[src/rtl/hex_display_ctrl.sv]
// hex_display_ctrl: captures a hex value and rewrites one 7-segment digit
// register per clock, most significant digit first. Leading-zero blanking
// is optional per update. Segment outputs are active-low, bit 0 = a.
// Optional feature macro: BLINK_EN (flashes the display while blink is high).
//
// state | meaning
// IDLE  | waiting for load
// SCAN  | writing digit idx each edge, busy=1
// DONE  | update finished, done=1 for this cycle
module hex_display_ctrl #(
  parameter int NDIGITS   = 4,
  parameter int BLINK_DIV = 25000000
) (
  input  logic                   clk,
  input  logic                   rst,
  input  logic [4*NDIGITS-1:0]   value,
  input  logic                   load,
  input  logic                   blank_lz,
  input  logic                   blink,
  output logic [7*NDIGITS-1:0]   hex,
  output logic                   busy,
  output logic                   done
);

  localparam int IW = (NDIGITS > 1) ? $clog2(NDIGITS) : 1;

  typedef enum logic [1:0] {IDLE, SCAN, DONE} state_t;

  state_t                 state;
  logic [4*NDIGITS-1:0]   cap;
  logic [IW-1:0]          idx;
  logic                   lz;
  logic [7*NDIGITS-1:0]   digits;
  logic [3:0]             nib;
  logic [6:0]             nib_seg;

  function automatic logic [6:0] seg7(input logic [3:0] d);
    case (d)
      4'h0: seg7 = 7'h40;
      4'h1: seg7 = 7'h79;
      4'h2: seg7 = 7'h24;
      4'h3: seg7 = 7'h30;
      4'h4: seg7 = 7'h19;
      4'h5: seg7 = 7'h12;
      4'h6: seg7 = 7'h02;
      4'h7: seg7 = 7'h78;
      4'h8: seg7 = 7'h00;
      4'h9: seg7 = 7'h10;
      4'hA: seg7 = 7'h08;
      4'hB: seg7 = 7'h03;
      4'hC: seg7 = 7'h46;
      4'hD: seg7 = 7'h21;
      4'hE: seg7 = 7'h06;
      default: seg7 = 7'h0E;
    endcase
  endfunction

  // nibble of the captured value currently being written and its decode
  always_comb begin
    nib     = cap[int'(idx)*4 +: 4];
    nib_seg = seg7(nib);
  end

  // sequencing FSM: capture on load, one digit per SCAN edge, registered busy/done
  always_ff @(posedge clk or posedge rst) begin
    if (rst) begin
      state  <= IDLE;
      cap    <= '0;
      idx    <= IW'(NDIGITS - 1);
      lz     <= 1'b0;
      digits <= '1;
      busy   <= 1'b0;
      done   <= 1'b0;
    end else begin
      case (state)
        IDLE, DONE: begin
          done <= 1'b0;
          if (load) begin
            cap   <= value;
            idx   <= IW'(NDIGITS - 1);
            lz    <= blank_lz;
            busy  <= 1'b1;
            state <= SCAN;
          end else begin
            state <= IDLE;
          end
        end
        SCAN: begin
          // digit 0 is always decoded so a zero value still shows "0"
          if (idx != '0 && lz && nib == 4'h0) begin
            digits[int'(idx)*7 +: 7] <= 7'h7F;
          end else begin
            digits[int'(idx)*7 +: 7] <= nib_seg;
            lz <= 1'b0;
          end
          if (idx == '0) begin
            busy  <= 1'b0;
            done  <= 1'b1;
            state <= DONE;
          end else begin
            idx <= idx - 1'b1;
          end
        end
        default: begin
          busy  <= 1'b0;
          done  <= 1'b0;
          state <= IDLE;
        end
      endcase
    end
  end

`ifdef BLINK_EN
  localparam int PW = (BLINK_DIV > 2) ? $clog2(BLINK_DIV) : 1;

  logic [PW-1:0] pre;
  logic          phase;

  // free-running blink prescaler; phase flips every BLINK_DIV cycles
  always_ff @(posedge clk or posedge rst) begin
    if (rst) begin
      pre   <= '0;
      phase <= 1'b0;
    end else if (pre == PW'(BLINK_DIV - 1)) begin
      pre   <= '0;
      phase <= ~phase;
    end else begin
      pre <= pre + 1'b1;
    end
  end

  // blanking is applied only at the output so digit registers stay intact
  always_comb hex = (blink && phase) ? '1 : digits;
`else
  logic unused_blink;

  // blink is kept on the port but has no effect in this build
  always_comb begin
    unused_blink = blink;
    hex          = digits;
  end
`endif

endmodule

[config.mk]
export PLATFORM = sky130hd
export DESIGN_NAME = hex_display_ctrl
export DESIGN_NICKNAME = d
export VERILOG_FILES = /design/src/rtl/hex_display_ctrl.sv
export SDC_FILE = /design/constraint.sdc
export NUM_CORES = 1
export LEC_CHECK = 0
export BUFFER_PORTS_ARGS = -buffer_cell sky130_fd_sc_hd__buf_2
export CAP_MARGIN = 20
export CORE_UTILIZATION = 55
export CTS_CLUSTER_DIAMETER = 40
export DETAILED_ROUTE_END_ITERATION = 6
export PLACE_DENSITY = 0.79
export SETUP_SLACK_MARGIN = 0.2
export SLEW_MARGIN = 40
export SYNTH_ARGS = -nofsm -noshare
export SYNTH_HDL_FRONTEND = slang
export SYNTH_SLANG_ARGS = --single-unit
[constraint.sdc]
create_clock -name clk -period 2.9 [get_ports clk]
set_input_delay 0.58 -clock clk [delete_from_list [all_inputs] [get_ports clk]]
set_output_delay 0.58 -clock clk [all_outputs]
set_load 0.02 [all_outputs]
After elaboration in Yosys (flattened, before gate mapping)
Memories as Yosys holds them, arrays and structs flattened. Cells that the tools add are included.

Logic and storage cells: 50. Memories kept: 1. Register bits: 51. Output and inout bits: 30. Bits in read-only memories: 112. Input bits: 21.

Multiply operators: 1. Mux-type cells: 17. Equality and inequality tests: 6. Add/subtract/negate cells: 2. Shifts and indexed selects: 4. Reduce and logical (&&, ||, !) cells: 12.

Memories: (no name shown) (depth 16, width 7, rd ports 1, clocked after memory_dff 0, wr ports 0, RTL line 38) `case (d)`.

Operator list (count): bitwise mux 28 bit (2); negation 5 -> 33 bit (1); variable shift 7 x 33 -> 28 bit, first input constant (1); indexed part select 7 x 33 -> 28 bit (1); indexed part select 7 x 33 -> 28 bit, first input constant (1); two-way mux 28 bit (1); indexed part select 16 x 5 -> 4 bit (1); inequality test 2 bit, second input constant (4); case mux 2 bit (2 select lines) (2); two-way mux 1 bit (7); two-way mux 2 bit (3); AND reduction 3 bit (2); multiplier 2 x 3 -> 5 bit, second input constant (1); zero test 2 bit (2); zero test 4 bit (1); case mux 1 bit (2 select lines) (2); AND reduction 2 bit (2); nonzero test 2 bit (2); equality test 2 x 1 -> 1 bit, second input constant (1); equality test 2 bit, second input constant (1); logical AND 1 bit (2); OR reduction 2 bit (1); subtractor 2 x 1 -> 2 bit, second input constant (1).

Longest topological paths before layout
Word-level depth: 5. Gate-level depth with buffers: 9.

Least setup slack after synthesis
OpenSTA, ideal clock, no wires.

Path type: reg2reg. Start: reg idx[0]. End: reg digits[21] (netlist: hex[21]). Data arrival time: 2.292 ns. Setup time: 0.081 ns. Required time: 2.819 ns. Path slack: 0.527 ns. Stages on the path, launching flop included: 9. Path through: dfstp_2 -> buf_6 -> mux4_2 -> inv_1 -> ha_1 -> nand2_1 -> nor3_4 -> nor2_2 -> a211oi_2.

Word-level cells in the longest chain between the ends: 5. Elaborated cells on any way between the ends: 14. Those cells by class: 1 x add/sub; 1 x mul; 4 x shift; 3 x mux; 4 x reduce/logical; 1 x memory.

RTL lines: start: declaration (RTL line 31) `logic [IW-1:0] idx;`; start signal: assignment (RTL line 69) `idx <= IW'(NDIGITS - 1);`; start signal: assignment (RTL line 80) `idx <= IW'(NDIGITS - 1);`; start signal: assignment (RTL line 101) `idx <= idx - 1'b1;`; multiplier 2 x 3 -> 5 bit or indexed part select 16 x 5 -> 4 bit (tied branches) (RTL line 91, 93, 60); negation 5 -> 33 bit or memory (16 x 7 bit) (tied branches); indexed part select 7 x 33 -> 28 bit (tied with other cells) (RTL line 93) `digits[int'(idx)*7 +: 7] <= nib_seg;`; bitwise mux 28 bit (on tied branches) (RTL line 93, 91); two-way mux 28 bit (*) (RTL line 90) `if (idx != '0 && lz && nib == 4'h0) begin`; end signal: indexed assignment (RTL line 93); end: declaration (RTL line 33) `logic [7*NDIGITS-1:0] digits;`.

Every way passes the cells marked *; elsewhere a longest branch is shown, timed or not. A chain may end at the register's enable or synchronous reset.

Worst setup path in the final report
Start: reg idx[0]. End: reg digits[17] (netlist: hex[17]).

Same word-level chain as after synthesis.

==> flow_summary.toml <==
[timing]
fin_crit_ps = 2530
hold_viol_final = 0
period_share_pct = 87.2
final.setup.worst_slack_ps = 371
slew_headroom_pct = 53.8
clock.fmax_mhz = 395
rsz0062_at_grt = "false"
slew_viol_final = 0
tightestPinTransition_ps = 692
finalClockSkew_ps = 9.16
tns_ps = 0
finalSetupViolations = 0

[synth]
synth_seq_cells = 50
synth-async-reset-ratio_pct = 100
yosysWarnings = 0
synth_edf_count = 0
postSynthAreaPerCell_sq_um = 10.5
yosysUniqueCellTypes = 47
synth_flop_cell = "dfstp_2"
synth_fp_nets = 295
netlist.top_cell.by_area = "dfstp_2"
yosys.area.top_type_share_pct = 28.6
yosysSeqAreaShare_pct = 46.8
synthCells = 263
syn_area_sq_um = 2760
synth.top_cells.by_area = "dfstp_2 29%, dfrtp_1 18%, mux2_2 6.9%"

[clock_network]
cts_tree = "done"
numCtsBuffers = 5
htreeDepth = 2
cts_num_sinks = 50
clk_pin_slew_worst_paths_ps = 90
clockRootBuffer = "clkbuf_8"
insertion_delay_ps = 310
cts_resized = 0
clockBufferDepth = 2
holdBufCountCts = 0

[floorplanning]
die_h_um = 72.8
pin_count = 51
start_util_pct = 57.6
dieArea_sq_um = 5300
rows = 25
die_w_um = 72.8
coreArea_sq_um = 4790

[setup_path]
crit_fanout = 5
crit_type = "reg -> reg"
cp-end-kind = "flip-flop"
start_kind = "flip-flop"
required_ps = 3140
reg2reg_from = "idx[0]"
critPathArrivalTime_ps = 2770
startpoint = "idx[0]"
worst_path_largest_cell_delay_ps = 590
slowest_stage = "dfstp_2"
path_cells = "mux4_2, inv_1, ha_1, inv_1, mux2i_1, mux2i_1, nand2_1, a21oi_1"

[global_routing]
antenna_found_initial = 0
grt_pass1_wl_mm = 9.33
grt_pass1_vias = 1969
grt_remaining_overflow = 0
track_usage_pct = 23.4
grt_max_degree = 35

[place]
gp_congestion = 0.875
port_buffers = 49
pre_cts_slack_ps = 307
dp_hpwl_mm = 4.25

[route]
drt-total-wl_mm = 5.74
vias_per_cell = 5.55
drtAntennaViolNets = 0
vias = 2130
first_iter_violations = 108
post_drt_wl_per_cell_um = 15.0
drc = 0
first_pass_iters = 4

[cells_and_area]
mostFrequentLayoutCells = "49 x buf_2, 30 x dfstp_2, 29 x nand2_1, 24 x nor2_1, 21 x a21oi_1"
fin_nets = 348
layout.cells.most_common = "buf_2"
drive_gt1_share_pct = 39.1
diodes = 0
nFillCells = 394
area_growth_pct = 16.7

[run]
maxCapViolCount = 0

[run_status]
outcome = "complete, no violations"

[min_path]
hp-class = "in -> async"
## path summary, 6_finish.rpt
| check | endpoint | slack [ps] | depth (start not counted) |
|---|---|---|---|
| max | hex[17] | 370 | 8 |
| min | busy | 370 | 2 |
| max reg2reg | hex[17] | 370 | 8 |
| min reg2reg | hex[5] | 470 | 2 |
| max in group asynchronous | hex[25] | 1770 | 3 |
| min in group clk | hex[5] | 470 | 2 |
## area by class of cell
class                           count  area, sq um  area share, %
Clock inverter                      3         43.8           1.36
Clock buffer                        5         68.8           2.14
Tap cell                           67         83.8           2.61
Multi-Input combinational cell    193         1380           42.9
Timing Repair Buffer               56          310           9.65
Inverter                           10         40.0           1.25
Sequential cell                    50         1290           40.1
## per-layer routing
layer  routed length (um)  part of all wire [%]  global-route usage (%)  vias to the layer above
li1                     -                     -                       -                     1028
met1                 2440                    43                    31.1                     1015
met2                 2880                    50                    38.5                       75
met3                  298                   5.2                    3.73                       12
met4                  120                   2.1                    9.15                        0
met5                    0                     0                       0                        -
## worst max-delay path: cells and delay by family (launching register included)
family / cells / cell delay, ps
compound gates: 1 / 170
fa+ha+maj: 1 / 250
buf+inv: 2 / 240
flops: 1 / 590
mux: 3 / 1080
simple gates: 1 / 140
## per-stage QoR
| step | hold slack (ps) | util, % | std cells | instance area, sq um |
|---|---|---|---|---|
| 4_1_cts | 394 | 66.7 | 383 | 3190 |
| 2_1_floorplan | 475 | - | 263 | 2760 |
| 3_3_place_gp | 441 | 64.4 | 375 | 3080 |
| 3_5_place_dp | 451 | 64.4 | 375 | 3080 |
| 5_1_grt | 442 | 67.2 | 384 | 3210 |
| 6_report | 369 | 67.2 | 384 | 3210 |
## registers in the layout (all words and copies together) (netlist names)
register	count
cap	16
hex	28
busy	1
lz	1
done	1
state	1
idx	2
## kinds of logic (layout without fill, tap and decap cells)
group           Yosys count  in the layout  synth area share (%)
compound gates           54             54                  11.9
simple gates             91             91                  16.2
buf+inv                  20             74                  3.18
mux                      34             34                  16.0
flops                    50             50                  46.8
fa+ha+maj                11             11                  5.00
xor+xnor                  3              3                 0.954
## cell usage after synthesis, types with 3 or more instances
| cell | instances |
|---|---|
| dfstp_2 | 30 |
| nand2_1 | 29 |
| nor2_1 | 24 |
| a21oi_1 | 21 |
| dfrtp_1 | 20 |
| mux2_2 | 17 |
| o21ai_0 | 14 |
| ha_1 | 11 |
| mux2i_1 | 11 |
| inv_1 | 9 |
| nor2b_1 | 6 |
| mux4_2 | 5 |
| nand2b_1 | 5 |
| nor3_1 | 5 |
| clkbuf_1 | 4 |
| buf_1 | 3 |
| nand3_1 | 3 |
| nor2_2 | 3 |
| nor3b_1 | 3 |
| o211ai_1 | 3 |
| or2_1 | 3 |
## timing repair
item,CTS,global route
hold endpoints to repair,0,0
setup buffers,0,1
setup endpoints to repair,0,14
Power is left out: the tool's default activity adds up to more than one toggle a clock period on the data nets, which glitch-free logic cannot reach.
